## src/rtl/wb_pkg.sv

```systemverilog
// Shared types and defaults for the single-master Wishbone slave multiplexer.
// The default map is the SOPC layout: RAM, flash, UART, segment display, peripheral catch-all.
package wb_pkg;

    typedef enum logic [2:0] {
        ST_IDLE      = 3'd0,
        ST_ACTIVE    = 3'd1,
        ST_RESP      = 3'd2,
        ST_ERR       = 3'd3,
        ST_WAIT_DROP = 3'd4
    } wb_state_t;

    function automatic int WB_SEL_W(input int data_w);
        return data_w / 8;
    endfunction

    function automatic int wb_idx_w(input int num_slaves);
        return (num_slaves > 1) ? $clog2(num_slaves) : 1;
    endfunction

    localparam int DEF_NUM_SLAVES = 5;

    // Slave 4 overlaps slaves 2/3 on purpose: the lower index takes priority.
    localparam logic [DEF_NUM_SLAVES*32-1:0] DEF_SLV_BASE = {
        32'h2000_0000, 32'h2000_0100, 32'h2000_0000, 32'h1000_0000, 32'h0000_0000
    };
    localparam logic [DEF_NUM_SLAVES*32-1:0] DEF_SLV_MASK = {
        32'hE000_0000, 32'hFFFF_FF00, 32'hFFFF_FF00, 32'hFF00_0000, 32'hFFF0_0000
    };

endpackage

```

## src/rtl/wb_addr_decode.sv

```systemverilog
// Combinational priority address matcher: the lowest-index slave whose window
// contains the address wins; reports hit flag, one-hot select and binary index.
module wb_addr_decode
    import wb_pkg::*;
#(
    parameter int                             NUM_SLAVES = DEF_NUM_SLAVES,
    parameter int                             ADDR_W     = 32,
    parameter logic [NUM_SLAVES*ADDR_W-1:0]   SLV_BASE   = '0,
    parameter logic [NUM_SLAVES*ADDR_W-1:0]   SLV_MASK   = '0,
    localparam int                            IDX_W      = wb_idx_w(NUM_SLAVES)
) (
    input  logic [ADDR_W-1:0]     i_adr,
    output logic                  o_hit,
    output logic [NUM_SLAVES-1:0] o_onehot,
    output logic [IDX_W-1:0]      o_idx
);

    logic [NUM_SLAVES-1:0] w_match;

    generate
        for (genvar gi = 0; gi < NUM_SLAVES; gi++) begin : g_match
            assign w_match[gi] =
                (i_adr & SLV_MASK[gi*ADDR_W +: ADDR_W]) == SLV_BASE[gi*ADDR_W +: ADDR_W];
        end
    endgenerate

    // Scan from the top down so the lowest matching index is the last one written.
    always_comb begin
        o_hit    = |w_match;
        o_onehot = '0;
        o_idx    = '0;
        for (int i = NUM_SLAVES - 1; i >= 0; i--) begin
            if (w_match[i]) begin
                o_onehot    = '0;
                o_onehot[i] = 1'b1;
                o_idx       = IDX_W'(i);
            end
        end
    end

endmodule

```

## src/rtl/wb_slave_mux.sv

```systemverilog
// Single-master Wishbone interconnect: forwards one transaction at a time to the
// decoded slave, with unmapped/timeout error pulses, master abort and error counting.
module wb_slave_mux
    import wb_pkg::*;
#(
    parameter int                            NUM_SLAVES  = DEF_NUM_SLAVES,
    parameter int                            ADDR_W      = 32,
    parameter int                            DATA_W      = 32,
    parameter logic [NUM_SLAVES*ADDR_W-1:0]  SLV_BASE    = DEF_SLV_BASE,
    parameter logic [NUM_SLAVES*ADDR_W-1:0]  SLV_MASK    = DEF_SLV_MASK,
    parameter int                            TIMEOUT_CYC = 255
) (
    input  logic                           clk,
    input  logic                           rst,
    input  logic [ADDR_W-1:0]              m_adr_i,
    input  logic [DATA_W-1:0]              m_dat_i,
    input  logic [WB_SEL_W(DATA_W)-1:0]    m_sel_i,
    input  logic                           m_we_i,
    input  logic                           m_stb_i,
    input  logic                           m_cyc_i,
    output logic [DATA_W-1:0]              m_dat_o,
    output logic                           m_ack_o,
    output logic                           m_err_o,
    output logic [ADDR_W-1:0]              s_adr_o,
    output logic [DATA_W-1:0]              s_dat_o,
    output logic [WB_SEL_W(DATA_W)-1:0]    s_sel_o,
    output logic                           s_we_o,
    output logic [NUM_SLAVES-1:0]          s_cyc_o,
    output logic [NUM_SLAVES-1:0]          s_stb_o,
    input  logic [NUM_SLAVES*DATA_W-1:0]   s_dat_i,
    input  logic [NUM_SLAVES-1:0]          s_ack_i,
    output logic                           busy_o,
    output logic [7:0]                     err_cnt_o
);

    localparam int SEL_W = WB_SEL_W(DATA_W);
    localparam int IDX_W = wb_idx_w(NUM_SLAVES);
    localparam int CNT_W = 16;
    localparam logic [CNT_W-1:0] TIMEOUT_LAST = CNT_W'(TIMEOUT_CYC - 1);

    wb_state_t             r_state;
    logic [DATA_W-1:0]     r_m_dat;
    logic                  r_m_ack;
    logic                  r_m_err;
    logic [ADDR_W-1:0]     r_s_adr;
    logic [DATA_W-1:0]     r_s_dat;
    logic [SEL_W-1:0]      r_s_sel;
    logic                  r_s_we;
    logic [NUM_SLAVES-1:0] r_s_cyc;
    logic [NUM_SLAVES-1:0] r_s_stb;
    logic                  r_busy;
    logic [7:0]            r_err_cnt;
    logic [IDX_W-1:0]      r_idx;
    logic [CNT_W-1:0]      r_tcnt;

    logic                  w_hit;
    logic [NUM_SLAVES-1:0] w_onehot;
    logic [IDX_W-1:0]      w_idx;
    logic                  w_sel_ack;
    logic [DATA_W-1:0]     w_sel_dat;
    logic [7:0]            w_err_cnt_inc;

    wb_addr_decode #(
        .NUM_SLAVES (NUM_SLAVES),
        .ADDR_W     (ADDR_W),
        .SLV_BASE   (SLV_BASE),
        .SLV_MASK   (SLV_MASK)
    ) u_decode (
        .i_adr    (m_adr_i),
        .o_hit    (w_hit),
        .o_onehot (w_onehot),
        .o_idx    (w_idx)
    );

    assign w_sel_ack     = s_ack_i[r_idx];
    assign w_sel_dat     = s_dat_i[r_idx*DATA_W +: DATA_W];
    assign w_err_cnt_inc = (r_err_cnt == 8'hFF) ? r_err_cnt : r_err_cnt + 8'd1;

    always_ff @(posedge clk or posedge rst) begin
        if (rst) begin
            r_state   <= ST_IDLE;
            r_m_dat   <= '0;
            r_m_ack   <= 1'b0;
            r_m_err   <= 1'b0;
            r_s_adr   <= '0;
            r_s_dat   <= '0;
            r_s_sel   <= '0;
            r_s_we    <= 1'b0;
            r_s_cyc   <= '0;
            r_s_stb   <= '0;
            r_busy    <= 1'b0;
            r_err_cnt <= '0;
            r_idx     <= '0;
            r_tcnt    <= '0;
        end else begin
            r_m_ack <= 1'b0;
            r_m_err <= 1'b0;
            case (r_state)
                ST_IDLE: begin
                    if (m_cyc_i && m_stb_i) begin
                        r_s_adr <= m_adr_i;
                        r_s_dat <= m_dat_i;
                        r_s_sel <= m_sel_i;
                        r_s_we  <= m_we_i;
                        r_idx   <= w_idx;
                        r_tcnt  <= '0;
                        r_busy  <= 1'b1;
                        if (w_hit) begin
                            r_s_cyc <= w_onehot;
                            r_s_stb <= w_onehot;
                            r_state <= ST_ACTIVE;
                        end else begin
                            r_m_err   <= 1'b1;
                            r_err_cnt <= w_err_cnt_inc;
                            r_state   <= ST_ERR;
                        end
                    end
                end
                ST_ACTIVE: begin
                    r_tcnt <= r_tcnt + 1'b1;
                    // Abort beats everything; a late ack wins over a same-cycle timeout.
                    if (!m_cyc_i) begin
                        r_s_cyc <= '0;
                        r_s_stb <= '0;
                        r_busy  <= 1'b0;
                        r_state <= ST_IDLE;
                    end else if (w_sel_ack) begin
                        r_s_cyc <= '0;
                        r_s_stb <= '0;
                        r_m_ack <= 1'b1;
                        if (!r_s_we) begin
                            r_m_dat <= w_sel_dat;
                        end
                        r_state <= ST_RESP;
                    end else if (r_tcnt == TIMEOUT_LAST) begin
                        r_s_cyc   <= '0;
                        r_s_stb   <= '0;
                        r_m_err   <= 1'b1;
                        r_err_cnt <= w_err_cnt_inc;
                        r_state   <= ST_ERR;
                    end
                end
                ST_RESP, ST_ERR: begin
                    r_state <= ST_WAIT_DROP;
                end
                ST_WAIT_DROP: begin
                    if (!m_stb_i) begin
                        r_busy  <= 1'b0;
                        r_state <= ST_IDLE;
                    end
                end
                default: begin
                    r_busy  <= 1'b0;
                    r_state <= ST_IDLE;
                end
            endcase
        end
    end

    assign m_dat_o   = r_m_dat;
    assign m_ack_o   = r_m_ack;
    assign m_err_o   = r_m_err;
    assign s_adr_o   = r_s_adr;
    assign s_dat_o   = r_s_dat;
    assign s_sel_o   = r_s_sel;
    assign s_we_o    = r_s_we;
    assign s_cyc_o   = r_s_cyc;
    assign s_stb_o   = r_s_stb;
    assign busy_o    = r_busy;
    assign err_cnt_o = r_err_cnt;

endmodule

```

## config.mk

```make
export PLATFORM = sky130hd
export DESIGN_NAME = wb_slave_mux
export DESIGN_NICKNAME = d
export VERILOG_FILES = /design/src/rtl/wb_pkg.sv /design/src/rtl/wb_addr_decode.sv /design/src/rtl/wb_slave_mux.sv
export SDC_FILE = /design/constraint.sdc
export NUM_CORES = 1
export LEC_CHECK = 0
export CORE_MARGIN = 10
export CORE_UTILIZATION = 30
export DETAILED_ROUTE_END_ITERATION = 6
export GPL_TIMING_DRIVEN = 0
export RECOVER_POWER = 100
export REMOVE_ABC_BUFFERS = 1
export SYNTH_ARGS = -nofsm -noshare
export SYNTH_HDL_FRONTEND = slang
export SYNTH_SLANG_ARGS = --single-unit
```

## constraint.sdc

```tcl
create_clock -name clk -period 8.56 [get_ports clk]
set_input_delay 1.284 -clock clk [delete_from_list [all_inputs] [get_ports clk]]
set_output_delay 1.284 -clock clk [all_outputs]
set_load 0.02 [all_outputs]
```

==> metrics.md, run 1 <==
| Metric | Value |
|---|---|
| Status | `finished, violations left` |
| Failing checks | `capacitance limit, slew limit` |
| Critical Path AT | `5.51 ns` |
| Antenna Nets Post-Route | `0` |
| MaxCap Viol Count | `3` |
| CTS max path bufs | `2` |
| DR WL/cell | `20.5 microns` |
| TritonCTS clock tree | `built` |
| Area contributors post-synth | `dfrtp_1, nand2_1, mux4_2` |
| Final WL | `28,000 microns` |
| Grt met1 use | `0.206` |
| Post-DP HPWL | `21,700 microns` |
| DR pass1 iterations | `4` |
| Hold WC Path Type | `reg -> reg` |
| Top post-synthesis cells by count | `nand2_1, dfrtp_1, nor2_1, a21oi_1` |
| Largest net degree at the start of global routing | `87` |
| Main synth FF type | `dfrtp_1` |
| Clk Latency, worst-skew pair | `0.42 ns` |
| CTS Root Cell | `clkbuf_16` |
| Cell Rows | `55` |
| Worst Setup End Kind | `flop` |
| Dpl cell area | `10,900 sq um` |
| Initial antenna violation count | `7` |
| Synth Cell Area | `6980 sq um` |
| Setup-failing EPs final | `0` |
| Clk_skew | `0.0111 ns` |
| Fraction of layout cells with a size suffix above 1 | `0.0857` |
| Largest area contributor in the synthesized netlist | `dfrtp_1` |
| Final cycle utilization of the critical path | `0.603` |
| Top-area cell type share of the netlist area | `0.499` |
| M2 GR Usage | `0.305` |
| Slew Limit Fails | `179` |
| CTS Sinks | `139` |
| Crit Path Max Fanout | `23` |
| Vias in the first global route | `6,448` |
| Count leader, synth | `nand2_1` |
| Placed Cells | `1,331` |
| Worst-Margin Slew | `4.06 ns` |
| CTS buffer count | `17` |
| Asr flop ratio synth | `1.00` |
| Final hold viol count | `0` |
| Yosys reg bits | `139` |
| TNS Setup | `0 ns` |
| Finished Layout Cells | `1,366` |
| Syn Area/Cell | `9.98 sq um` |
| Number of synthesized flops with an enable pin | `0` |
| Via-to-Cell Ratio | `4.72` |
| Synthesized instance count | `699` |
| Worst Hold Depth | `2` |
| Global route overflow | `0` |
| Leak | `5.04 nW` |
| Die Height | `172 microns` |
| Worst slew margin | `-1.72` |
| Vias post-DR | `6,452` |
| Hold buffers post-CTS | `0` |
| Core Region | `22,800 sq um` |
| Fin nets | `1,278` |
| Htree depth | `4` |
| Setup Buffers After CTS | `0` |
| Synth cell types | `62` |
| DRT iter0 DRCs | `401` |
| Initial Util | `0.306` |
| Ports | `360` |
| Worst Path Required | `8.90 ns` |
| Seq/Total Area, Yosys | `0.499` |
| Min Tclk post-route | `5.16 ns` |
| Crit path kind | `in -> reg` |
| P per Cell Area | `296 nW/um^2` |
| Synth warn | `0` |
| Design area | `11,400 sq um` |
| GRT Max-Usage Layer | `met2` |
| Total GRT Usage | `0.180` |
| R2R depth | `8` |
| Die area | `29,800 sq um` |
| Input/output buffers | `359` |
| Syn-to-layout area delta | `62.7%` |
| Placer Congestion | `0.821` |
| Die width | `172 microns` |
| # resized after CTS | `0` |
| Reg clk slew, reported paths | `0.06 ns` |
| CP startpoint kind | `primary input` |
| RSZ-0062 raised after global routing | `no` |
| VDD IR max | `136 uV` |
| GR Util met3 | `0.0743` |
| DR DRC count | `0` |
| Fmax | `194 MHz` |
| First-pass GRT wire length | `40,600 microns` |
-- critical path, stage by stage --
cell and delay, ns:
dlygate4sd3_1 0.70, nand3_1 0.15, a311oi_1 2.06, clkbuf_1 0.89, buf_16 0.23, nor2_1 0.06
a21oi_1 0.11
-- layout by cell type, fill, tap and decap left out, types with 3 or more instances in the layout --
| cell | Yosys | layout |
|---|---|---|
| a2111oi_0 | 0 | 5 |
| a21oi_1 | 33 | 33 |
| a22oi_1 | 32 | 32 |
| and3_1 | 4 | 4 |
| and3_2 | 3 | 3 |
| buf_16 | 0 | 3 |
| clkbuf_16 | 0 | 17 |
| clkdlybuf4s50_1 | 0 | 232 |
| clkinvlp_4 | 0 | 4 |
| dfrtp_1 | 139 | 137 |
| diode_2 | 0 | 3 |
| dlygate4sd3_1 | 0 | 127 |
| ha_1 | 3 | 3 |
| inv_1 | 11 | 10 |
| inv_6 | 0 | 5 |
| inv_8 | 0 | 3 |
| mux2i_1 | 5 | 5 |
| mux4_2 | 32 | 32 |
| nand2_1 | 230 | 230 |
| nand3_1 | 23 | 23 |
| nand4_1 | 6 | 6 |
| nor2_1 | 49 | 49 |
| nor3_1 | 6 | 5 |
| nor4_1 | 4 | 4 |
| o21ai_0 | 16 | 16 |
| o22ai_1 | 3 | 4 |
| xor2_1 | 7 | 7 |
-- power breakdown --
part	total (mW)	switching [mW]	leakage (nW)	internal [mW]
registers	1.08	0.167	1.76	0.915
clock network	0.712	0.322	0.266	0.390
logic	1.56	0.844	3.02	0.717
total	3.36	1.33	5.04	2.02
-- per-layer routing --
layer | wire, microns | part of all wire
met3 | 3070 | 0.11
met4 | 269 | 0.0096
met1 | 10500 | 0.37
met5 | 55 | 0.0020
met2 | 14100 | 0.50
-- cell type report --
type | count | area (sq um)
diodes | 3 | 7.51
well taps | 313 | 392
multi-input cells | 499 | 3110
repair buffers | 368 | 3750
fillers | 2113 | 11400
clock buffers | 18 | 439
inverters | 12 | 46.3
flip-flops and latches | 139 | 3480
clock inverters | 14 | 125
-- flip-flops by register name, summed over array words and instances (netlist names) --
name / count
m_ack_o: 1
busy_o: 1
s_stb_o: 5
s_dat_o: 32
m_err_o: 1
s_sel_o: 4
r_idx: 3
s_we_o: 1
err_cnt_o: 8
r_tcnt: 16
m_dat_o: 32
s_adr_o: 32
r_state: 3
-- cell families (layout without fill, tap and decap cells) --
family / Yosys count / after routing / share of synthesized area
fa+ha+maj: 3 / 3 / 0.00538
compound gates: 106 / 106 / 0.110
simple gates: 339 / 339 / 0.208
xor+xnor: 9 / 9 / 0.0113
flops: 139 / 139 / 0.499
other cells: 0 / 3 / 0
buf+inv: 61 / 412 / 0.0457
mux: 42 / 42 / 0.121
-- stage by stage --
| step | hold slack, ns | total power [mW] | setup slack [ns] | util |
|---|---|---|---|---|
| 6_report | 0.466 | 3.36 | 3.40 | 0.498 |
| 5_1_grt | 0.491 | 3.58 | 2.97 | 0.498 |
| 4_1_cts | 0.477 | 3.53 | 5.17 | 0.504 |
| 3_5_place_dp | 0.461 | 2.80 | 4.73 | 0.479 |
| 3_3_place_gp | 0.457 | 2.77 | 1.09 | 0.469 |
| 2_1_floorplan | 0.458 | 1.94 | 3.55 | - |
-- worst paths after layout --
path / from / slack [ns] / endpoint
min: s_sel_o[3] / 0.47 / s_sel_o[3]
min in group asynchronous: rst / 2.52 / m_dat_o[13]
min reg2reg: s_sel_o[3] / 0.47 / s_sel_o[3]
max reg2reg: r_idx[0] / 3.64 / m_dat_o[9]
max in group asynchronous: rst / 4.22 / s_dat_o[18]
max: m_cyc_i / 3.40 / m_dat_o[9]
Note: power is estimated with default switching activity, not from simulation.
==> run 2, diff against run 1 <==
--- a/config.mk
+++ b/config.mk
@@ -9,6 +9,7 @@
 export CORE_UTILIZATION = 30
 export DETAILED_ROUTE_END_ITERATION = 6
 export GPL_TIMING_DRIVEN = 0
+export PLACE_DENSITY = 0.66
 export RECOVER_POWER = 100
 export REMOVE_ABC_BUFFERS = 1
 export SYNTH_ARGS = -nofsm -noshare
==> constraint.sdc (replaced) <==
create_clock -name clk -period 4.4 [get_ports clk]
set_input_delay 0.66 -clock clk [delete_from_list [all_inputs] [get_ports clk]]
set_output_delay 0.66 -clock clk [all_outputs]
set_load 0.02 [all_outputs]
==> metrics.md, run 2 (same netlist as run 1, synthesis figures left out) <==
| Metric | Value |
|---|---|
| Status | `finished, violations left` |
| Failing checks | `capacitance limit, slew limit` |
| CTS max path bufs | `2 (unchanged)` |
| Clk_skew | `0.0124 ns (+0.00133 ns)` |
| Multi-input logic area | `3140 sq um (+1.0%)` |
| Setup WS pre-CTS | `0.888 ns (-3.84 ns)` |
| GRT Max-Usage Layer | `met2` |
| Most frequent cells in the layout | `clkdlybuf4s50_1, nand2_1, dfrtp_1` |
| P per Cell Area | `575 nW/um^2 (+95%)` |
| Vias in the first global route | `6,655 (+3.2%)` |
| Clk Latency, worst-skew pair | `0.42 ns (about the same)` |
| # resized after CTS | `0 (unchanged)` |
| GR Util met3 | `0.0727 (-0.00160)` |
| Total GRT Usage | `0.178 (-0.00176)` |
| Hold_sp | `s_dat_o[22]` |
| Cell Rows | `55 (unchanged)` |
| MaxCap Viol Count | `2 (-1)` |
| Post-DP HPWL | `21,600 microns (about the same)` |
| Reg2reg start | `r_idx[0]` |
| Commonest non-fill, non-tap cell in the layout | `clkdlybuf4s50_1` |
| R2R depth | `6 (-2)` |
| Fmax | `289 MHz` |
| Crit path kind | `in -> reg` |
| Final core occ | `0.500 (+0.00192)` |
| Final WS setup | `0.937 ns (-2.46 ns)` |
| Ports | `360 (unchanged)` |
| Input/output buffers | `359 (unchanged)` |
| DR DRC count | `0 (unchanged)` |
| Syn-to-layout area delta | `63.4%` |
| Via-to-Cell Ratio | `4.73 (+0.23%)` |
| Leak | `5.08 nW (+0.75%)` |
| DR pass1 iterations | `5 (+1)` |
| Crit Path Max Fanout | `78 (+240%)` |
| Min Tclk post-route | `3.46 ns` |
| VDD IR max | `281 uV (+110%)` |
| Vias post-DR | `6,476 (+0.37%)` |
| Final WL | `27,700 microns (-1.1%)` |
| Placer Congestion | `0.816 (-0.61%)` |
| Core Region | `22,800 sq um (unchanged)` |
| First-pass GRT wire length | `40,200 microns (-0.97%)` |
| CTS Sinks | `139 (unchanged)` |
| Final cycle utilization of the critical path | `0.787` |
| Hold path endpoint | `s_dat_o[22]` |
| Htree depth | `4 (unchanged)` |
| DR WL/cell | `20.2 microns (-1.3%)` |
| CTS Root Cell | `clkbuf_16` |
| Worst Setup End Kind | `flop` |
| Antenna Nets Post-Route | `0 (unchanged)` |
| Final hold viol count | `0 (unchanged)` |
| M2 GR Usage | `0.306 (+0.00169)` |
| Die Height | `172 microns (unchanged)` |
| Die width | `172 microns (unchanged)` |
| RSZ-0062 raised after global routing | `no` |
| Worst slew margin | `-0.123 (+1.60)` |
| Reg clk slew, reported paths | `0.06 ns (about the same)` |
| Worst Path Required | `4.70 ns (-4.20 ns)` |
| Fraction of layout cells with a size suffix above 1 | `0.0886 (+0.00286)` |
| Initial antenna violation count | `7 (unchanged)` |
| Worst R2R Setup Slack | `1.17 ns (-2.47 ns)` |
| Setup Buffers After CTS | `0 (unchanged)` |
| CP startpoint kind | `primary input` |
| Global route overflow | `0 (unchanged)` |
| Hold buffers post-CTS | `0 (unchanged)` |
| Worst R2R End | `m_dat_o[24]` |
| Largest net degree at the start of global routing | `79 (-9.2%)` |
| Min Hold Slack | `0.467 ns (+0.000797 ns)` |
| Setup-failing EPs final | `0 (unchanged)` |
| Hold WC Path Type | `reg -> reg` |
| Fin nets | `1,278 (unchanged)` |
| Storage cell area | `3480 sq um (about the same)` |
| Slew Limit Fails | `146 (-18%)` |
| Worst-Margin Slew | `1.69 ns (-2.37 ns)` |
| Fillers | `2,134 (+0.99%)` |
| TritonCTS clock tree | `built` |
| Worst Hold Depth | `2 (unchanged)` |
| DRT iter0 DRCs | `383 (-4.5%)` |
| Critical Path AT | `3.76 ns (-1.75 ns)` |
| Grt met1 use | `0.198 (-0.00786)` |
| Initial Util | `0.306 (unchanged)` |
| CTS buffer count | `17 (unchanged)` |
| Die area | `29,800 sq um (unchanged)` |
## run 2: changes by cell type in the layout (fill, tap and decap cells not counted), moves of 2 or more
| cell | delta |
|---|---|
| inv_8 | +4 |
| clkinv_8 | +3 |
| clkinvlp_4 | -3 |
| buf_16 | -2 |
| clkbuf_1 | -2 |
| clkbuf_2 | +2 |
| diode_2 | +2 |
| inv_6 | -2 |
## run 2: layout make-up
cell class              count  area share
repair buffers            368       0.327
flip-flops and latches    139       0.305
diodes                      5     0.00110
clock buffers              17      0.0373
inverters                  12     0.00439
clock inverters            15      0.0149
multi-input cells         499       0.276
well taps                 313      0.0344
## run 2: report_power, final
part	total [mW]	leakage (nW)	switching, mW	internal (mW)
registers	2.10	1.76	0.326	1.78
logic	3.02	3.03	1.64	1.38
clock network	1.43	0.290	0.667	0.768
total	6.55	5.08	2.63	3.92
## run 2: worst max-delay path by stage
| stage | end | from | cells after the start | slack (ns) |
|---|---|---|---|---|
| finish | err_cnt_o[1] | m_stb_i | 6 | 0.94 |
| global route | err_cnt_o[1] | m_stb_i | 6 | 0.63 |
| CTS | err_cnt_o[1] | m_stb_i | 6 | 1.33 |
| detailed placement | err_cnt_o[1] | m_stb_i | 6 | 0.89 |
| global placement | s_adr_o[6] | rst | 2 | -2.37 |
| floorplan | busy_o | rst | 1 | 0.02 |
## run 2: critical path: stages
cell           delay (ns)
dlygate4sd3_1        0.58
nor2b_1              0.28
and3_2               1.24
o22ai_4              0.22
a211oi_1             0.42
mux2_1               0.36
## run 2: through the flow
step	cells	instance area (sq um)	power, mW	TNS (ns)
finish	1368	11400	6.55	0
global route	1367	11400	7.00	0
CTS	1363	11500	6.90	0
detailed placement	1331	10900	5.43	0
global placement	1322	10700	5.37	-390.85
floorplan	650	6700	3.77	0
## run 2: layer usage
| metal | share of wire | vias up |
|---|---|---|
| li1 | - | 3107 |
| met1 | 0.37 | 3097 |
| met2 | 0.51 | 246 |
| met3 | 0.11 | 22 |
| met4 | 0.014 | 4 |
| met5 | 0.00098 | - |
==> run 3, diff against run 2 <==
--- a/config.mk
+++ b/config.mk
@@ -9,7 +9,6 @@
 export CORE_UTILIZATION = 30
 export DETAILED_ROUTE_END_ITERATION = 6
 export GPL_TIMING_DRIVEN = 0
-export PLACE_DENSITY = 0.66
 export RECOVER_POWER = 100
 export REMOVE_ABC_BUFFERS = 1
 export SYNTH_ARGS = -nofsm -noshare
==> constraint.sdc (replaced) <==
create_clock -name clk -period 3.3 [get_ports clk]
set_input_delay 0.495 -clock clk [delete_from_list [all_inputs] [get_ports clk]]
set_output_delay 0.495 -clock clk [all_outputs]
set_load 0.02 [all_outputs]
==> metrics.md, run 3 (same netlist as run 1, synthesis figures left out) <==
| Metric | Value |
|---|---|
| Status | `finished, violations left` |
| Failing checks | `capacitance limit, slew limit` |
| Die Height | `172 microns (unchanged)` |
| Worst slew margin | `-0.312 (-0.188)` |
| Fillers | `2,102 (-1.5%)` |
| Largest net degree at the start of global routing | `87 (+10%)` |
| Commonest non-fill, non-tap cell in the layout | `clkdlybuf4s50_1` |
| Hold buffers post-CTS | `0 (unchanged)` |
| Final Total Pwr | `8.71 mW (+33%)` |
| Setup-failing EPs final | `0 (unchanged)` |
| Via-to-Cell Ratio | `4.74 (+0.18%)` |
| DR WL/cell | `20.5 microns (+1.3%)` |
| Clk Latency, worst-skew pair | `0.41 ns (about the same)` |
| Hold WC Path Type | `reg -> reg` |
| CTS Sinks | `139 (unchanged)` |
| Final WL | `28,000 microns (+1.2%)` |
| Global route overflow | `0 (unchanged)` |
| Reg clk slew, reported paths | `0.06 ns (about the same)` |
| Fmax | `332 MHz` |
| Finished Layout Cells | `1,366 (-0.15%)` |
| VDD IR max | `351 uV (+25%)` |
| Min Tclk post-route | `3.02 ns` |
| Worst Setup End Kind | `flop` |
| Ports | `360 (unchanged)` |
| Worst Path Required | `3.60 ns (-1.10 ns)` |
| Clk_skew | `0.0125 ns (+0.0000912 ns)` |
| Syn-to-layout area delta | `63.5% (about the same)` |
| Slew Limit Fails | `86 (-41%)` |
| TritonCTS clock tree | `built` |
| Worst-Margin Slew | `1.96 ns (+0.278 ns)` |
| Input/output buffers | `359 (unchanged)` |
| Vias in the first global route | `6,448 (-3.1%)` |
| Worst R2R Setup Slack | `0.31 ns (-0.86 ns)` |
| CTS max path bufs | `2 (unchanged)` |
| Fin nets | `1,278 (unchanged)` |
| Final cycle utilization of the critical path | `0.914` |
| Initial Util | `0.306 (unchanged)` |
| Core Region | `22,800 sq um (unchanged)` |
| Most frequent cells in the layout | `clkdlybuf4s50_1, nand2_1, dfrtp_1` |
| DRT iter0 DRCs | `352 (-8.1%)` |
| Cell Rows | `55 (unchanged)` |
| Die width | `172 microns (unchanged)` |
| Crit Path Max Fanout | `78 (unchanged)` |
| Placer Congestion | `0.821 (+0.61%)` |
| RSZ-0062 raised after global routing | `no` |
| DR pass1 iterations | `4 (-1)` |
| Crit path kind | `in -> reg` |
| Placed Cells | `1,331 (unchanged)` |
| Setup Buffers After CTS | `0 (unchanged)` |
| Total GRT Usage | `0.180 (+0.00176)` |
| Critical Path AT | `3.31 ns (-0.45 ns)` |
| Post-DP HPWL | `21,700 microns (about the same)` |
| # resized after CTS | `0 (unchanged)` |
| CP startpoint kind | `primary input` |
| MaxCap Viol Count | `1 (-1)` |
| CTS buffer count | `17 (unchanged)` |
| Vias post-DR | `6,478 (+0.031%)` |
| Leak | `5.06 nW (-0.50%)` |
| Fraction of layout cells with a size suffix above 1 | `0.0943 (+0.00571)` |
| Final hold viol count | `0 (unchanged)` |
| Antenna Nets Post-Route | `0 (unchanged)` |
| DR DRC count | `0 (unchanged)` |
| CTS Root Cell | `clkbuf_16` |
| Initial antenna violation count | `7 (unchanged)` |
| Final core occ | `0.501 (about the same)` |
| P per Cell Area | `764 nW/um^2 (+33%)` |
| First-pass GRT wire length | `40,600 microns (+0.98%)` |
| Htree depth | `4 (unchanged)` |
| Die area | `29,800 sq um (unchanged)` |
-- run 3: cell types whose count changed in the layout (fill, tap and decap cells not counted), moves of 2 or more --
cell        change
a2111oi_0       -4
clkinvlp_4      +4
inv_8           -4
a2111oi_2       +3
clkinv_8        -3
clkbuf_2        -2
clkbuf_4        +2
diode_2         -2
inv_6           +2
-- run 3: through the flow --
stage                     setup slack [ns]  setup TNS (ns)  cell area [sq um]  hold slack (ns)
after floorplan                     -0.920         -144.77               6700            0.458
after global placement               -3.38         -675.11              10700            0.457
after detailed placement             0.259               0              10900            0.461
after CTS                            0.264               0              11500            0.477
after global routing                0.0209               0              11400            0.491
final                                0.284               0              11400            0.466
-- run 3: cell type report --
cell class                      instances  area [sq um]  area share
Multi-Input combinational cell        499          3170       0.278
Tap cell                              313           392      0.0343
Clock buffer                           18           439      0.0385
Timing Repair Buffer                  368          3740       0.328
Clock inverter                         14           125      0.0110
Inverter                               12          48.8     0.00428
Antenna cell                            3          7.51    0.000658
Sequential cell                       139          3480       0.305
-- run 3: power by group --
part	internal (mW)	leakage (nW)	switching, mW
logic	1.85	3.03	2.21
clock network	1.01	0.266	0.832
registers	2.37	1.76	0.435
total	5.24	5.06	3.48
-- run 3: metal layers --
layer	part of all wire	track usage	up-vias	routed length (microns)
met4	0.0089	0.0484	8	249
met5	0.0020	0	-	55
met2	0.51	0.305	230	14200
li1	-	-	3107	-
met3	0.11	0.0743	20	3130
met1	0.37	0.206	3113	10400
-- run 3: final timing paths --
path,end,cells past startpoint,startpoint
worst max-delay path,err_cnt_o[1],7,m_stb_i
worst min-delay path,s_dat_o[3],2,s_dat_o[3]
worst max register to register,m_dat_o[9],8,r_idx[0]
worst min register to register,s_dat_o[3],2,s_dat_o[3]
max in group asynchronous,s_stb_o[0],3,rst
min in group asynchronous,m_dat_o[13],2,rst
-- run 3: critical path: stages --
cell	delay, ns
dlygate4sd3_1	0.60
nor2b_1	0.26
and3_2	0.22
clkbuf_4	0.72
o22ai_2	0.32
a211oi_2	0.34
mux2_1	0.34
